$ cat config.mk
export PLATFORM = sky130hd
export DESIGN_NAME = urv_fetch_queue_flat
export DESIGN_NICKNAME = d
export VERILOG_FILES = /design/src/rtl/urv_fetch_queue_pkg.sv /design/src/rtl/urv_fetch_queue_if.sv /design/src/rtl/urv_fetch_fifo.sv /design/src/rtl/urv_fetch_queue.sv /design/src/flat_wrapper.sv
export SDC_FILE = /design/constraint.sdc
export NUM_CORES = 1
export LEC_CHECK = 0
export BUFFER_PORTS_ARGS = -buffer_cell sky130_fd_sc_hd__buf_2
export CAP_MARGIN = 20
export CELL_PAD_IN_SITES_DETAIL_PLACEMENT = 0
export CELL_PAD_IN_SITES_GLOBAL_PLACEMENT = 1
export CORE_UTILIZATION = 35
export CTS_CLUSTER_DIAMETER = 30
export DETAILED_ROUTE_END_ITERATION = 7
export PLACE_DENSITY_LB_ADDON = 0.1
export SLEW_MARGIN = 20
export SYNTH_ARGS = -nofsm -noshare
export SYNTH_HDL_FRONTEND = slang
export SYNTH_HIERARCHICAL = 1
export SYNTH_SLANG_ARGS = --single-unit
$ cat constraint.sdc
create_clock -name clk_i -period 3 [get_ports clk_i]
set_input_delay 0.3 -clock clk_i [delete_from_list [all_inputs] [get_ports clk_i]]
set_output_delay 0.3 -clock clk_i [all_outputs]
set_load 0.005 [all_outputs]
$ cat src/rtl/urv_fetch_queue_pkg.sv
// Shared types and constants for the uRV fetch stage.
//   URV_NOP            canonical NOP encoding (addi x0, x0, 0)
//   URV_FETCH_CREDITS  max outstanding requests + queued words
//   fetch_entry_t      one queued instruction {ir, pc}
//   word_align()       clears the byte-offset bits of an address
package urv_fetch_queue_pkg;

  localparam logic [31:0] URV_NOP           = 32'h0000_0013;
  localparam int unsigned URV_FETCH_CREDITS = 2;

  typedef struct packed {
    logic [31:0] ir;
    logic [31:0] pc;
  } fetch_entry_t;

  function automatic logic [31:0] word_align(input logic [31:0] addr);
    return {addr[31:2], 2'b00};
  endfunction

endpackage

$ cat src/rtl/urv_fetch_queue_if.sv
// Fetch-stage bus bundle: execute redirect, decode handshake and
// instruction-memory port. Names keep the fetch stage's direction suffixes.
//   master: the fetch stage (drives im_addr_o/im_rd_o and f_*_o)
//   slave : the environment (decode, execute, instruction memory)
interface urv_fetch_queue_if;

  logic        f_stall_i;
  logic        x_bra_i;
  logic [31:0] x_pc_bra_i;
  logic [31:0] im_addr_o;
  logic        im_rd_o;
  logic [31:0] im_data_i;
  logic        im_valid_i;
  logic [31:0] f_ir_o;
  logic [31:0] f_pc_o;
  logic        f_valid_o;

  modport master (
    input  f_stall_i, x_bra_i, x_pc_bra_i, im_data_i, im_valid_i,
    output im_addr_o, im_rd_o, f_ir_o, f_pc_o, f_valid_o
  );

  modport slave (
    output f_stall_i, x_bra_i, x_pc_bra_i, im_data_i, im_valid_i,
    input  im_addr_o, im_rd_o, f_ir_o, f_pc_o, f_valid_o
  );

endinterface

$ cat src/rtl/urv_fetch_fifo.sv
// Two-entry synchronous FIFO of {ir, pc} with a registered head.
//   clk_i, rst_i  clock, synchronous active-high reset (clears data too)
//   push_i/din_i  write an entry
//   pop_i         drop the head (ignored while empty)
//   flush_i       empty the FIFO; wins over push
//   head_o        registered head entry
//   valid_o       head is valid
//   count_o       occupancy 0..2
module urv_fetch_fifo
  import urv_fetch_queue_pkg::*;
(
  input  logic         clk_i,
  input  logic         rst_i,
  input  logic         push_i,
  input  logic         pop_i,
  input  logic         flush_i,
  input  fetch_entry_t din_i,
  output fetch_entry_t head_o,
  output logic         valid_o,
  output logic [1:0]   count_o
);

  fetch_entry_t head_q, head_d;
  fetch_entry_t tail_q, tail_d;
  logic [1:0]   count_q, count_d;
  logic         pop_ok;

  assign pop_ok = pop_i && (count_q != '0);

  always_comb begin
    head_d  = head_q;
    tail_d  = tail_q;
    count_d = count_q;
    if (flush_i) begin
      count_d = '0;
    end else begin
      case ({push_i, pop_ok})
        2'b10: begin
          if (count_q == 2'd0) head_d = din_i;
          else                 tail_d = din_i;
          count_d = count_q + 2'd1;
        end
        2'b01: begin
          head_d  = tail_q;
          count_d = count_q - 2'd1;
        end
        2'b11: begin
          if (count_q == 2'd1) begin
            head_d = din_i;
          end else begin
            head_d = tail_q;
            tail_d = din_i;
          end
        end
        default: ;
      endcase
    end
  end

  always_ff @(posedge clk_i) begin
    if (rst_i) begin
      head_q  <= '0;
      tail_q  <= '0;
      count_q <= '0;
    end else begin
      head_q  <= head_d;
      tail_q  <= tail_d;
      count_q <= count_d;
    end
  end

  assign head_o  = head_q;
  assign valid_o = (count_q != '0);
  assign count_o = count_q;

  a_no_overflow: assert property (@(posedge clk_i) disable iff (rst_i)
    !(push_i && !flush_i && !pop_ok && count_q == 2'd2));

endmodule

$ cat src/rtl/urv_fetch_queue.sv
// uRV instruction fetch stage: owns the PC, issues in-order word reads,
// queues returned words for decode and drops stale responses on redirect.
//   clk_i  core clock
//   rst_i  synchronous active-high reset (acts as a redirect to g_reset_vector)
//   bus    fetch bundle (master side): redirect, decode handshake, imem port
module urv_fetch_queue
  import urv_fetch_queue_pkg::*;
#(
  parameter logic [31:0] g_reset_vector = 32'h0000_0000,
  parameter int unsigned g_credits      = URV_FETCH_CREDITS
) (
  input  logic             clk_i,
  input  logic             rst_i,
  urv_fetch_queue_if.master bus
);

  localparam logic [31:0] RESET_PC = word_align(g_reset_vector);

  logic [31:0]  fetch_pc_q, fetch_pc_d;
  logic [31:0]  resp_pc_q, resp_pc_d;
  logic [1:0]   outstanding_q, outstanding_d;
  logic [1:0]   discard_q, discard_d;
  logic [31:0]  target;
  logic [1:0]   count;
  logic [2:0]   credits_used;
  logic         f_valid, pop, issue, push, kill;
  fetch_entry_t head;

  assign kill         = rst_i | bus.x_bra_i;
  assign pop          = f_valid & ~bus.f_stall_i;
  assign credits_used = {1'b0, outstanding_q} + {1'b0, count} - {2'b00, pop};
  assign issue        = ~kill & (credits_used < 3'(g_credits));
  assign push         = bus.im_valid_i & ~kill & (discard_q == '0);

  // Reset is folded into the redirect path and outstanding_q has no reset:
  // requests in flight across reset are still counted and their responses
  // dropped. Every response still in flight at a redirect is stale, so the
  // drop count is simply what remains in flight after this cycle.
  always_comb begin
    fetch_pc_d    = fetch_pc_q;
    resp_pc_d     = resp_pc_q;
    discard_d     = discard_q;
    target        = rst_i ? RESET_PC : word_align(bus.x_pc_bra_i);
    outstanding_d = outstanding_q + {1'b0, issue} - {1'b0, bus.im_valid_i};
    if (kill) begin
      fetch_pc_d = target;
      resp_pc_d  = target;
      discard_d  = outstanding_q - {1'b0, bus.im_valid_i};
    end else begin
      if (issue) fetch_pc_d = fetch_pc_q + 32'd4;
      if (push)  resp_pc_d  = resp_pc_q + 32'd4;
      if (bus.im_valid_i && discard_q != '0) discard_d = discard_q - 2'd1;
    end
  end

  always_ff @(posedge clk_i) begin
    fetch_pc_q    <= fetch_pc_d;
    resp_pc_q     <= resp_pc_d;
    outstanding_q <= outstanding_d;
    discard_q     <= discard_d;
  end

  urv_fetch_fifo u_fifo (
    .clk_i   (clk_i),
    .rst_i   (rst_i),
    .push_i  (push),
    .pop_i   (pop),
    .flush_i (bus.x_bra_i),
    .din_i   ('{ir: bus.im_data_i, pc: resp_pc_q}),
    .head_o  (head),
    .valid_o (f_valid),
    .count_o (count)
  );

  assign bus.im_rd_o   = issue;
  assign bus.im_addr_o = fetch_pc_q;
  assign bus.f_ir_o    = head.ir;
  assign bus.f_pc_o    = head.pc;
  assign bus.f_valid_o = f_valid;

  a_resp_expected: assert property (@(posedge clk_i)
    !(bus.im_valid_i && outstanding_q == '0));

endmodule
$ cat src/flat_wrapper.sv
// flat-port wrapper written by rule: the top's interface ports become plain ports
module urv_fetch_queue_flat import urv_fetch_queue_pkg::*;
#(
  parameter logic [31:0] g_reset_vector = 32'h0000_0000,
  parameter int unsigned g_credits      = URV_FETCH_CREDITS
)
  (clk_i, rst_i, bus_f_stall_i, bus_x_bra_i, bus_x_pc_bra_i, bus_im_data_i, bus_im_valid_i, bus_im_addr_o, bus_im_rd_o, bus_f_ir_o, bus_f_pc_o, bus_f_valid_o);
  urv_fetch_queue_if bus_i ();
  input  logic clk_i;
  input  logic rst_i;
  input wire logic [$bits(bus_i.f_stall_i)-1:0] bus_f_stall_i;
  input wire logic [$bits(bus_i.x_bra_i)-1:0] bus_x_bra_i;
  input wire logic [$bits(bus_i.x_pc_bra_i)-1:0] bus_x_pc_bra_i;
  input wire logic [$bits(bus_i.im_data_i)-1:0] bus_im_data_i;
  input wire logic [$bits(bus_i.im_valid_i)-1:0] bus_im_valid_i;
  output wire logic [$bits(bus_i.im_addr_o)-1:0] bus_im_addr_o;
  output wire logic [$bits(bus_i.im_rd_o)-1:0] bus_im_rd_o;
  output wire logic [$bits(bus_i.f_ir_o)-1:0] bus_f_ir_o;
  output wire logic [$bits(bus_i.f_pc_o)-1:0] bus_f_pc_o;
  output wire logic [$bits(bus_i.f_valid_o)-1:0] bus_f_valid_o;
  assign bus_i.f_stall_i = bus_f_stall_i;
  assign bus_i.x_bra_i = bus_x_bra_i;
  assign bus_i.x_pc_bra_i = bus_x_pc_bra_i;
  assign bus_i.im_data_i = bus_im_data_i;
  assign bus_i.im_valid_i = bus_im_valid_i;
  assign bus_im_addr_o = bus_i.im_addr_o;
  assign bus_im_rd_o = bus_i.im_rd_o;
  assign bus_f_ir_o = bus_i.f_ir_o;
  assign bus_f_pc_o = bus_i.f_pc_o;
  assign bus_f_valid_o = bus_i.f_valid_o;
  urv_fetch_queue #(.g_reset_vector(g_reset_vector), .g_credits(g_credits)) u_core (.clk_i(clk_i), .rst_i(rst_i), .bus(bus_i));
endmodule
==> Word-level counts from Yosys, hierarchy flattened <==
Cells that the tools add are included.
{ "op_classes": {"addsub": 10, "magnitude_cmp": 1, "eq_ne": 7, "mux": 14, "n_bitwise": 8, "reduce_logical": 15} }
{ "op_table": {"columns": ["cell", "n"], "rows": [
  ["$mux W64", 4],
  ["$pmux W64 S3", 1],
  ["$mux W32", 5],
  ["$pmux W64 S2", 1],
  ["$add A32 B3 Y32 const B", 2],
  ["$reduce_bool A2 Y1", 7],
  ["$ne A2 B2 Y1 const B", 3],
  ["$and A1 B1 Y1", 4],
  ["$eq A2 B1 Y1 const B", 2],
  ["$eq A2 B2 Y1 const B", 2],
  ["$logic_not A2 Y1", 2],
  ["$mux W2", 2],
  ["$pmux W2 S2", 1],
  ["$reduce_and A4 Y1", 1],
  ["$sub A2 B1 Y2", 2],
  ["$sub A2 B1 Y2 const B", 2],
  ["$add A2 B2 Y3", 1],
  ["$lt A3 B2 Y1 const B", 1],
  ["$not A1 Y1", 3],
  ["$reduce_and A3 Y1", 1],
  ["$reduce_bool A3 Y1", 1],
  ["$sub A3 B1 Y3", 1],
  ["$add A2 B1 Y2", 1],
  ["$add A2 B1 Y2 const B", 1],
  ["other kinds (3)", 4]
]} }
{ "word_totals": {"ff_bits": 198, "in_bits": 69, "out_inout_bits": 98, "word_cells": 64} }

==> Depth between registers and ports, before layout <==
{ "logic_depth": {"depth_word": 7, "mapped_depth": 12} }

==> By module <==
The synthesis kept the hierarchy.
{ "by_module_without_submodules": {"columns": ["mod", "n_inst", "cells_each", "area_each_um2"], "rows": [
  ["urv_fetch_fifo", 1, 663, 5612.9],
  ["urv_fetch_queue", 1, 435, 4199.0]
]} }

==> Least setup slack after synthesis <==
Ideal clock, no wire load.
{ "synth_timing": {"path_kind": "flip-flop to flip-flop", "startpoint": "reg u_core.u_fifo.count_q[0], in the netlist u_core/u_fifo/count_o[0]", "endpoint": "reg u_core.fetch_pc_q[10], in the netlist u_core/bus.im_addr_o[10] (enable)", "arrival_ns": 2.808, "setup_slack_ns": -0.195, "stages_incl_launch_ff": 11, "path_buffers": 0, "synth_period_minus_slack_ns": 3.195, "path_cell_list": "dfxtp_1 > inv_1 > ha_1 > inv_1 > nor2b_1 > ha_1 > nand2b_1 > fa_1 > xor2_1 > nand2_1 > nand2_1"} }
{ "synth_via": {"elab_chain_cells": 6, "word_cells_on_any_way": 7, "cone_classes": "2 x add/sub; 1 x order compare; 2 x bitwise; 2 x reduce/logical"} }
{ "synth_lines": {"columns": ["item", "line_no", "text"], "rows": [
  ["start, declared", "urv_fetch_fifo.sv:25", "logic [1:0] count_q, count_d;"],
  ["start signal, assigned", "urv_fetch_fifo.sv:68", "count_q <= count_d;"],
  ["$reduce_bool A2 Y1", "urv_fetch_fifo.sv:73", "assign valid_o = (count_q != '0);"],
  ["net bus_f_valid_o", "flat_wrapper.sv:20", "output wire logic [$bits(bus_i.f_valid_o)-1:0] bus_f_valid_o;"],
  ["$and A1 B1 Y1", "urv_fetch_queue.sv:30", "assign pop = f_valid & ~bus.f_stall_i;"],
  ["net u_core.pop", "urv_fetch_queue.sv:26", "logic f_valid, pop, issue, push, kill;"],
  ["$sub A3 B1 Y3", "urv_fetch_queue.sv:31", "assign credits_used = {1'b0, outstanding_q} + {1'b0, count} - {2'b00, pop};"],
  ["$lt A3 B2 Y1", "urv_fetch_queue.sv:32", "assign issue = ~kill & (credits_used < 3'(g_credits));"],
  ["$and A1 B1 Y1", "urv_fetch_queue.sv:32", null],
  ["$reduce_bool A2 Y1 (no source line)", null, null],
  ["end signal, assigned", "urv_fetch_queue.sv:57", "fetch_pc_q <= fetch_pc_d;"],
  ["end, declared", "urv_fetch_queue.sv:19", "logic [31:0] fetch_pc_q, fetch_pc_d;"]
]} }
The timed path passes the listed nets, and every way through them passes these cells.
A chain may end at the register's enable or synchronous reset.

==> Worst setup path after layout <==
{ "layout_timing": {"startpoint": "reg u_core.u_fifo.count_q[0], in the netlist u_core/u_fifo/count_o[0]", "endpoint": "out bus_im_rd_o"} }
{ "layout_via": {"elab_chain_cells": 5, "word_cells_on_any_way": 6, "cone_classes": "2 x add/sub; 1 x order compare; 2 x bitwise; 1 x reduce/logical"} }
{ "layout_lines": {"columns": ["item", "line_no", "text"], "rows": [
  ["$reduce_bool A2 Y1", "urv_fetch_fifo.sv:73", null],
  ["$and A1 B1 Y1", "urv_fetch_queue.sv:30", null],
  ["net u_core.pop", "urv_fetch_queue.sv:26", null],
  ["$sub A3 B1 Y3", "urv_fetch_queue.sv:31", null],
  ["$lt A3 B2 Y1", "urv_fetch_queue.sv:32", null],
  ["$and A1 B1 Y1", "urv_fetch_queue.sv:32", null],
  ["end, declared", "flat_wrapper.sv:17", "output wire logic [$bits(bus_i.im_rd_o)-1:0] bus_im_rd_o;"]
]} }
The timed path passes the listed nets, and every way through them passes these cells.

==> results.toml <==
[run_status]
status = "finished, final reports clean"

[layout]
final_util_pct = 42.4
instances_no_fill = 1610
final_common_cell = "nand2_1"
final_cell_mix = "nand2_1, buf_2, dfxtp_1"
drive_above_1_share_pct = 24.4
area_growth_pct = 17.8
num_antenna_cells = 0
nets = 1306

[drt]
viasPerCell = 5.03
first_pass_iters = 5
ant_nets = 0
drt_iter0_drc = 539
drt_wl_total_um = 26100
routedWlPerCell_um = 16.2
vias = 8094
post-route-drc-count = 0

[yosys]
synth_cells = 1098
synth_edf_count = 62
seq_area_frac_synth_pct = 45.9
yosys_most_used_dff = "dfxtp_1"
syn_avg_cell_area_um2 = 8.94
synth_warnings = 6
synth_largest_area_cell = "dfxtp_1"
synth_top_area_share_pct = 26.9
yosysUniqueCellTypes = 56
postSynth.asyncResetShare_pct = 0
synth_area_um2 = 9810
synth.area.top_cells = "dfxtp_1, edfxtp_1, nand2_1, a311oi_2, a21oi_1"
ys_seq_elements = 194

[timing]
fin_crit_sh_pct = 95.3
whs_ns = 0.111
setup_tns_ns = 0
relSlewSlack_pct = 42.0
period_minus_slack_ns = 2.86
rsz0062_at_grt = "no"
max_freq_mhz = 350
drv_slew = 0
setup_viol = 0
hold_viol = 0
worstMarginPinSlew_ns = 0.868
fin_skew_ns = 0.0180

[clock_network]
holdBufCountCts = 0
ctsLongestPathBuffers = 2
cts-htree-levels = 4
clock_sinks = 194
root_buffer = "clkbuf_16"
cts_made_buffers = 17
cts_tree = "yes"
cts.clk_slew.worst_paths_ns = 0.08
clk_latency_ns = 0.43

[grt]
grt_overflow = 0
grt_use_total_pct = 18.2
grt_pass1_wl_um = 41200
grt_pass1_vias = 7364
grt_antenna_before_repair = 0
grt_max_degree = 138

[die]
fp.dieW_um = 169
ios = 167
dieArea_um2 = 28700
die_h_um = 169
coreArea_um2 = 27300
start_util_pct = 36.0
rows = 60

[critical_path]
critPathLaunchType = "register"
path_class = "register to primary output"
cp_data_arrival_time_ns = 2.56
regToRegSetupSlack_ns = 0.29
critPathMaxFanout = 4
end_kind = "primary output"
worstPathRequired_ns = 2.70

[run]
max_cap_viol_count = 0

[pwr]
p_leak_nw = 4.24
ir_worst_vdd_mv = 0.380
fin_total_pwr_mw = 6.64
power-per-cell-area_nw_per_um2 = 574

[worst_hold_path]
hold_path_class = "input pin to register"

[place]
dpl.hpwl_um = 16500
gp_congestion = 0.747
placedCellCount = 1571
portBuffers = 162
flip-flops by register name, summed over array words and instances, names as in the netlist:
| name | flops |
|---|---|
| u_core/u_fifo/head_o | 64 |
| u_core/u_fifo/tail_q | 64 |
| u_core/bus.im_addr_o | 30 |
| u_core/resp_pc_q | 30 |
| u_core/discard_q | 2 |
| u_core/outstanding_q | 2 |
| u_core/u_fifo/count_o | 2 |
power by group:
group          switching [mW]  internal, mW
Combinational           0.554         0.476
Clock                    1.09          1.20
Sequential              0.318          3.01
Total                    1.96          4.68
what timing repair did:
| action | in CTS | in global routing |
|---|---|---|
| pin swaps | 4 | 1 |
| setup endpoints to repair | 1 | 1 |
| gates resized for setup | 11 | 4 |
| buffers inserted | 6 | 1 |
cell usage after synthesis, drive strengths merged, types with 10 or more instances:
cell type / count
nand4: 21
buf: 48
and3: 11
edfxtp: 62
a21oi: 95
inv: 35
xnor2: 17
dfxtp: 132
a21boi: 18
o21bai: 10
or3: 10
o21ai: 12
nor4: 15
nor3: 12
or4: 10
nor2: 83
o31a: 20
ha: 11
nand2: 288
nand3: 17
a311oi: 64
a31oi: 16
clkbuf: 34
worst paths after layout:
path                                  from                       end  cells past startpoint
setup reg to reg  u_core/u_fifo/count_o[0]   u_core/outstanding_q[1]                     16
hold / removal            bus_im_data_i[8]  u_core/u_fifo/tail_q[40]                      3
setup / recovery  u_core/u_fifo/count_o[0]               bus_im_rd_o                     11
hold reg to reg   u_core/u_fifo/tail_q[18]  u_core/u_fifo/tail_q[18]                      2
through the flow:
stage / instance area [um2] / setup slack [ns]
2_1_floorplan: 9830 / 0.0743
3_3_place_gp: 10900 / 0.239
5_1_grt: 11600 / 0.00147
3_5_place_dp: 10900 / 0.174
6_report: 11600 / 0.142
4_1_cts: 11500 / 0.0318
critical path, stage by stage (launching register included):
cell	delay [ns]
dfxtp_4	0.36
inv_4	0.07
ha_4	0.12
inv_1	0.04
nor2b_2	0.14
buf_4	0.14
ha_1	0.27
nand2b_4	0.14
fa_2	0.52
nand2_2	0.08
nor3_4	0.12
buf_2	0.13
logic make-up after synthesis:
family	after synthesis	share of synthesized area [%]
adder cells (fa/ha/maj)	12	1.61
XOR/XNOR	25	2.23
buffers and inverters	117	6.08
flip-flops	194	45.9
other	1	0.0382
AO/OA/AOI/OAI	256	21.6
multiplexers	3	0.306
AND/OR/NAND/NOR	490	22.2
cell type report:
class | instances | area [um2]
well taps | 372 | 465
repair buffers | 185 | 1080
clock inverters | 14 | 141
inverters | 35 | 134
fillers | 2814 | 15700
multi-input cells | 792 | 4790
clock buffers | 18 | 439
flip-flops and latches | 194 | 4510
metal layers:
| layer | up-vias | share of wire [%] | wire, um | GRT usage [%] |
|---|---|---|---|---|
| met4 | 0 | 1.2 | 308 | 4.54 |
| met1 | 3742 | 51 | 13200 | 26.0 |
| met2 | 188 | 44 | 11500 | 28.3 |
| met5 | - | 0 | 0 | 0 |
| li1 | 4145 | - | - | - |
| met3 | 19 | 3.9 | 1020 | 2.92 |
(Power assumes the default switching activity.)
